===== config.mk =====
export PLATFORM = sky130hd
export DESIGN_NAME = switch_onehot_conditioner
export DESIGN_NICKNAME = d
export VERILOG_FILES = /design/src/rtl/switch_onehot_conditioner.sv
export SDC_FILE = /design/constraint.sdc
export NUM_CORES = 1
export LEC_CHECK = 0
export BUFFER_PORTS_ARGS = -buffer_cell sky130_fd_sc_hd__clkbuf_2
export CORE_MARGIN = 2
export CORE_UTILIZATION = 35
export DETAILED_ROUTE_END_ITERATION = 12
export PLACE_DENSITY = 0.55
export SLEW_MARGIN = 0
export SYNTH_ARGS = -nofsm -noshare
export SYNTH_HDL_FRONTEND = slang
export SYNTH_SLANG_ARGS = --single-unit

===== constraint.sdc =====
create_clock -name Clock -period 3.1 [get_ports Clock]
set_input_delay 0.31 -clock Clock [delete_from_list [all_inputs] [get_ports Clock]]
set_output_delay 0.31 -clock Clock [all_outputs]
set_load 0.01 [all_outputs]

===== src/rtl/switch_onehot_conditioner.sv =====
// Synchronises, debounces and one-hot qualifies the raw slide switches for the index encoder.
// Optional macro SWITCH_PRIORITY_EN resolves multi-selections to the lowest-index set bit.
module switch_onehot_conditioner #(
  parameter int unsigned WIDTH           = 8,
  parameter int unsigned DEBOUNCE_CYCLES = 16,
  parameter int unsigned CNT_W           = 5
) (
  input  logic             Clock,
  input  logic             Reset,
  input  logic [WIDTH-1:0] RawSwitches,
  output logic [WIDTH-1:0] Switches,
  output logic             Valid,
  output logic             Changed,
  output logic             MultiError
);

  localparam logic [CNT_W-1:0] CNT_MAX = CNT_W'(DEBOUNCE_CYCLES - 1);

  typedef enum logic [1:0] {
    EMPTY    = 2'd0,
    SELECTED = 2'd1,
    FAULT    = 2'd2
  } state_t;

  logic [WIDTH-1:0] sync_meta;
  logic [WIDTH-1:0] sync_q;
  logic [WIDTH-1:0] stable;
  logic [CNT_W-1:0] cnt [WIDTH];
  state_t           state;

  logic             is_zero;
  logic             is_multi;
  logic [WIDTH-1:0] sel;
  logic             sel_onehot;
  logic             sel_multi;

  // Two-flop synchroniser per switch
  always_ff @(posedge Clock) begin
    if (Reset) begin
      sync_meta <= '0;
      sync_q    <= '0;
    end else begin
      sync_meta <= RawSwitches;
      sync_q    <= sync_meta;
    end
  end

  // Per-bit debounce: a level commits only after DEBOUNCE_CYCLES consecutive disagreeing samples
  always_ff @(posedge Clock) begin
    if (Reset) begin
      stable <= '0;
      for (int i = 0; i < int'(WIDTH); i++) begin
        cnt[i] <= '0;
      end
    end else begin
      for (int i = 0; i < int'(WIDTH); i++) begin
        if (sync_q[i] == stable[i]) begin
          cnt[i] <= '0;
        end else if (cnt[i] == CNT_MAX) begin
          stable[i] <= sync_q[i];
          cnt[i]    <= '0;
        end else begin
          cnt[i] <= cnt[i] + CNT_W'(1);
        end
      end
    end
  end

  // Classification of the committed vector; clearing the lowest set bit leaves a residue only for MULTI
  always_comb begin
    is_zero  = (stable == '0);
    is_multi = ((stable & (stable - WIDTH'(1))) != '0);
  end

`ifdef SWITCH_PRIORITY_EN
  always_comb begin
    sel        = stable & (~stable + WIDTH'(1));
    sel_onehot = !is_zero;
    sel_multi  = 1'b0;
  end
`else
  always_comb begin
    sel        = stable;
    sel_onehot = !is_zero && !is_multi;
    sel_multi  = is_multi;
  end
`endif

  // Selection FSM with registered outputs
  always_ff @(posedge Clock) begin
    if (Reset) begin
      state      <= EMPTY;
      Switches   <= '0;
      Valid      <= 1'b0;
      Changed    <= 1'b0;
      MultiError <= 1'b0;
    end else begin
      Changed    <= 1'b0;
      MultiError <= is_multi;
      case (state)
        EMPTY: begin
          if (sel_onehot) begin
            state    <= SELECTED;
            Switches <= sel;
            Valid    <= 1'b1;
            Changed  <= 1'b1;
          end else if (sel_multi) begin
            state <= FAULT;
          end
        end
        SELECTED: begin
          if (sel_onehot) begin
            if (sel != Switches) begin
              Switches <= sel;
              Changed  <= 1'b1;
            end
          end else if (sel_multi) begin
            state <= FAULT;
            Valid <= 1'b0;
          end else begin
            state    <= EMPTY;
            Valid    <= 1'b0;
            Switches <= '0;
          end
        end
        FAULT: begin
          if (sel_onehot) begin
            state    <= SELECTED;
            Switches <= sel;
            Valid    <= 1'b1;
            Changed  <= 1'b1;
          end else if (!sel_multi) begin
            state    <= EMPTY;
            Switches <= '0;
          end
        end
        default: begin
          state    <= EMPTY;
          Switches <= '0;
          Valid    <= 1'b0;
        end
      endcase
    end
  end

endmodule

==> impl_metrics.csv <==
group,metric,value,unit
worst_hold_path,hold_end,"sync_meta[3]$_SDFF_PP0_",
logic_synthesis,synthesis.yosys.warnings,0,
critical_path,critical_path_class,"reg2reg",
logic_synthesis,synth.avg_cell_area,11.01,um^2
critical_path,critPathLaunchType,"flop",
logic_synthesis,post_synth_most_frequent_cells,"nor2_1 (57), edfxtp_1 (40), dfxtp_1 (37), ha_1 (21), inv_1 (19)",
clock_tree,ctsHtreeMaxLevel,3,
final_layout,antenna-diode-count,0,
drt,totalWireLength,5.722,mm
final_layout,num-nets-final,423,
drt,vias,2247,
floorplan,total_die_area,11310,um^2
timing,maxClockFrequency,0.5133,GHz
clock_tree,ctsHoldBuffers,0,
logic_synthesis,synth_sequential_area_ratio,0.5295,
logic_synthesis,yosys.cell_count.top_type,"nor2_1",
clock_tree,cts.root.buffer_cell,"clkbuf_8",
grt,grt_start_max_net_pins,28,
clock_tree,cts_buffer_depth,2,
critical_path,max_stage_delay,0.53,ns
logic_synthesis,mappedNetlistArea,3667,um^2
timing,final_hold_viol_count,0,
floorplan,initial_core_util,0.3584,
pwr,power-per-cell-area,447.5,nW/um^2
critical_path,sequence_of_cells_on_the_critical_path,"nor2_1 -> o211ai_2 -> a31oi_4 -> o21a_4 -> o21ai_4 -> mux2i_1",
pwr,irDropWorstVdd,0.2210,mV
clock_tree,clkLatencyLatePin,0.35,ns
logic_synthesis,synth-async-reset-ratio,0,
clock_tree,clock_sink_count,77,
worst_hold_path,hold_path.startpoint,"RawSwitches[3]",
final_layout,area_growth_syn_to_layout,14.16,%
pwr,finalPower,1.874,mW
job,drv.max_cap_violation_count,0,
grt,global_route.usage.total,0.1167,
placed_design,port-buffer-count,20,
critical_path,reg2reg_from,"sel[7]$_SDFFE_PP0P_",
timing,period_utilisation_layout,0.6284,
worst_hold_path,holdCritPathClass,"in2reg",
drt,drt_iter0_markers,71,
drt,drc_violation_count_after_routing,0,
critical_path,reg2reg_setup_slack,1.15,ns
worst_hold_path,hold_depth,2,
timing,clock_skew,0.008657,ns
floorplan,die_h,106.4,um
grt,global_route.overflow_total,0,
timing,period_needed,1.948,ns
grt,grt_antenna_before_repair,0,
drt,drt.antenna.violating_nets,0,
logic_synthesis,synth_enable_flop_cells,40,
logic_synthesis,ys_types,43,
clock_tree,cts_buffers,9,
logic_synthesis,yosys_most_used_dff,"edfxtp_1",
grt,via_count_of_the_first_global_routing_pass,2264,
critical_path,r2r_cells,6,
logic_synthesis,postSynthRegisterBits,77,
logic_synthesis,yosysTopAreaCellShare,0.3275,
critical_path,critical_path_peak_fanout,9,
critical_path,timing.rr.end,"Switches[4]$_SDFFE_PP0P_",
placed_design,place.gp.congestion,0.8227,
timing,totalNegativeSetupSlack,0,ns
floorplan,floorplan.rows,37,
timing,setup_viol_count_final,0,
floorplan,design.core.area,10230,um^2
critical_path,worstPathRequired,3.38,ns
final_layout,layout.filler_cells,981,
drt,detail_route.first_pass.iterations,4,
clock_tree,postCtsResizedCells,0,
floorplan,floorplan.io_pins,21,
drt,vias_per_cell,4.216,
timing,rsz0062_at_grt,"no",
logic_synthesis,syn_inst,333,
floorplan,chipWidth,106.4,um
status,outcome,"finished clean",
critical_path,critical_path_arrival,2.23,ns
final_layout,layout_cell_share_with_drive_strength_beyond_1,0.1209,
clock_tree,post-cts-setup-buffers,0,
critical_path,timing.critical_path.slowest_stage_cell,"dfxtp_1",
clock_tree,clock_slew_at_the_register_clock_pins_of_the_worst_setup_and_hold_paths,0.08,ns
placed_design,detailedPlacementHpwl,4.128,mm
drt,drt-wirelength-per-cell,10.74,um
logic_synthesis,area_contributors_post_synth,"edfxtp_1 (33%), dfxtp_1 (20%), ha_1 (7.2%)",
grt,grt_pass1_wl,10.22,mm
pwr,total_leakage_power,1.763,nW
timing,slew_viol_final,0,
critical_path,critical_path.endpoint_type,"flop",
logic_synthesis,synth.largest_area_cell,"edfxtp_1",
clock_tree,tritoncts,"yes",
## flip-flops by register name, summed over array words and instances, names as in the netlist, 2 cells and up
name and count:
Switches 8, cnt 40, sel 8, state 2, sync_meta 8, sync_q 8
## cell usage in the layout (no fill, tap or decap), types with 8 or more instances in the layout
| master | instances |
|---|---|
| ha_1 | 21 |
| inv_1 | 19 |
| xnor2_1 | 16 |
| nand2b_1 | 8 |
| conb_1 | 40 |
| dfxtp_1 | 37 |
| or3_1 | 9 |
| nor2_1 | 57 |
| and3_1 | 9 |
| xor2_1 | 16 |
| mux2i_1 | 17 |
| nor2b_1 | 16 |
| edfxtp_1 | 40 |
| clkbuf_2 | 20 |
| clkbuf_8 | 9 |
| nand3_1 | 11 |
| nand2_1 | 13 |
## per-stage QoR
| stage | cell area (um^2) | std cells | hold slack, ns | setup WS, ns | util |
|---|---|---|---|---|---|
| global placement | 4021 | 517 | 0.4237 | 1.270 | 0.3931 |
| detailed placement | 4021 | 517 | 0.4246 | 1.180 | 0.3931 |
| finish | 4187 | 533 | 0.1611 | 1.152 | 0.4092 |
| CTS | 4187 | 533 | 0.1430 | 1.148 | 0.4092 |
| global route | 4187 | 533 | 0.1456 | 1.009 | 0.4092 |
| floorplan | 3814 | 372 | 0.4138 | 1.455 | - |
## critical path, delay by kind of cell (launching register included)
kind,cells,cell delay (ns)
compound gates,4,0.98
flops,1,0.53
mux,1,0.24
simple gates,1,0.11
## logic make-up after synthesis
| group | Yosys count | share of synthesized area |
|---|---|---|
| other | 1 | 0.001023 |
| xor gates and xnor gates | 32 | 0.07642 |
| and+or+nand+nor | 133 | 0.1822 |
| AOI/OAI and AO/OA | 21 | 0.05425 |
| adders and majority gates | 21 | 0.07165 |
| DFF | 77 | 0.5295 |
| buffers and inverters | 31 | 0.03855 |
| muxes | 17 | 0.04640 |
## where the power goes
| part | internal (mW) | total (mW) | leakage, nW | switching, mW |
|---|---|---|---|---|
| combinational | 0.0365 | 0.0839 | 0.964 | 0.0474 |
| sequential | 1.10 | 1.12 | 0.714 | 0.0186 |
| clock | 0.294 | 0.668 | 0.0846 | 0.374 |
## worst max path at each step
stage                     slack, ns                start  cells past startpoint                  endpoint
after global placement         1.27  sel[7]$_SDFFE_PP0P_                      6  Switches[0]$_SDFFE_PP0P_
after CTS                      1.15  sel[7]$_SDFFE_PP0P_                      6  Switches[4]$_SDFFE_PP0P_
final                          1.15  sel[7]$_SDFFE_PP0P_                      6  Switches[4]$_SDFFE_PP0P_
after global routing           1.01  sel[7]$_SDFFE_PP0P_                      6  Switches[4]$_SDFFE_PP0P_
after floorplan                1.46  sel[1]$_SDFFE_PP0P_                      7  Switches[0]$_SDFFE_PP0P_
after detailed placement       1.18  sel[7]$_SDFFE_PP0P_                      6  Switches[4]$_SDFFE_PP0P_
## metal layers
metal	part of all wire	wire length [um]	global-route usage	up-vias
met5	0	0	0	-
met4	0.021	123	0.05921	0
met3	0.044	252	0.04108	9
met2	0.43	2445	0.1708	32
met1	0.51	2901	0.1519	1002
li1	-	-	-	1204
## area by class of cell
class	count	area (um^2)	area share
Multi-Input combinational cell	264	1730	0.4133
Clock buffer	11	131.4	0.03138
Sequential cell	77	1942	0.4638
Inverter	19	71.32	0.01704
Tap cell	136	170.2	0.04065
Timing Repair Buffer	21	107.6	0.02570
Clock inverter	5	33.78	0.008069
No activity file was read; power rests on OpenSTA's default activity.
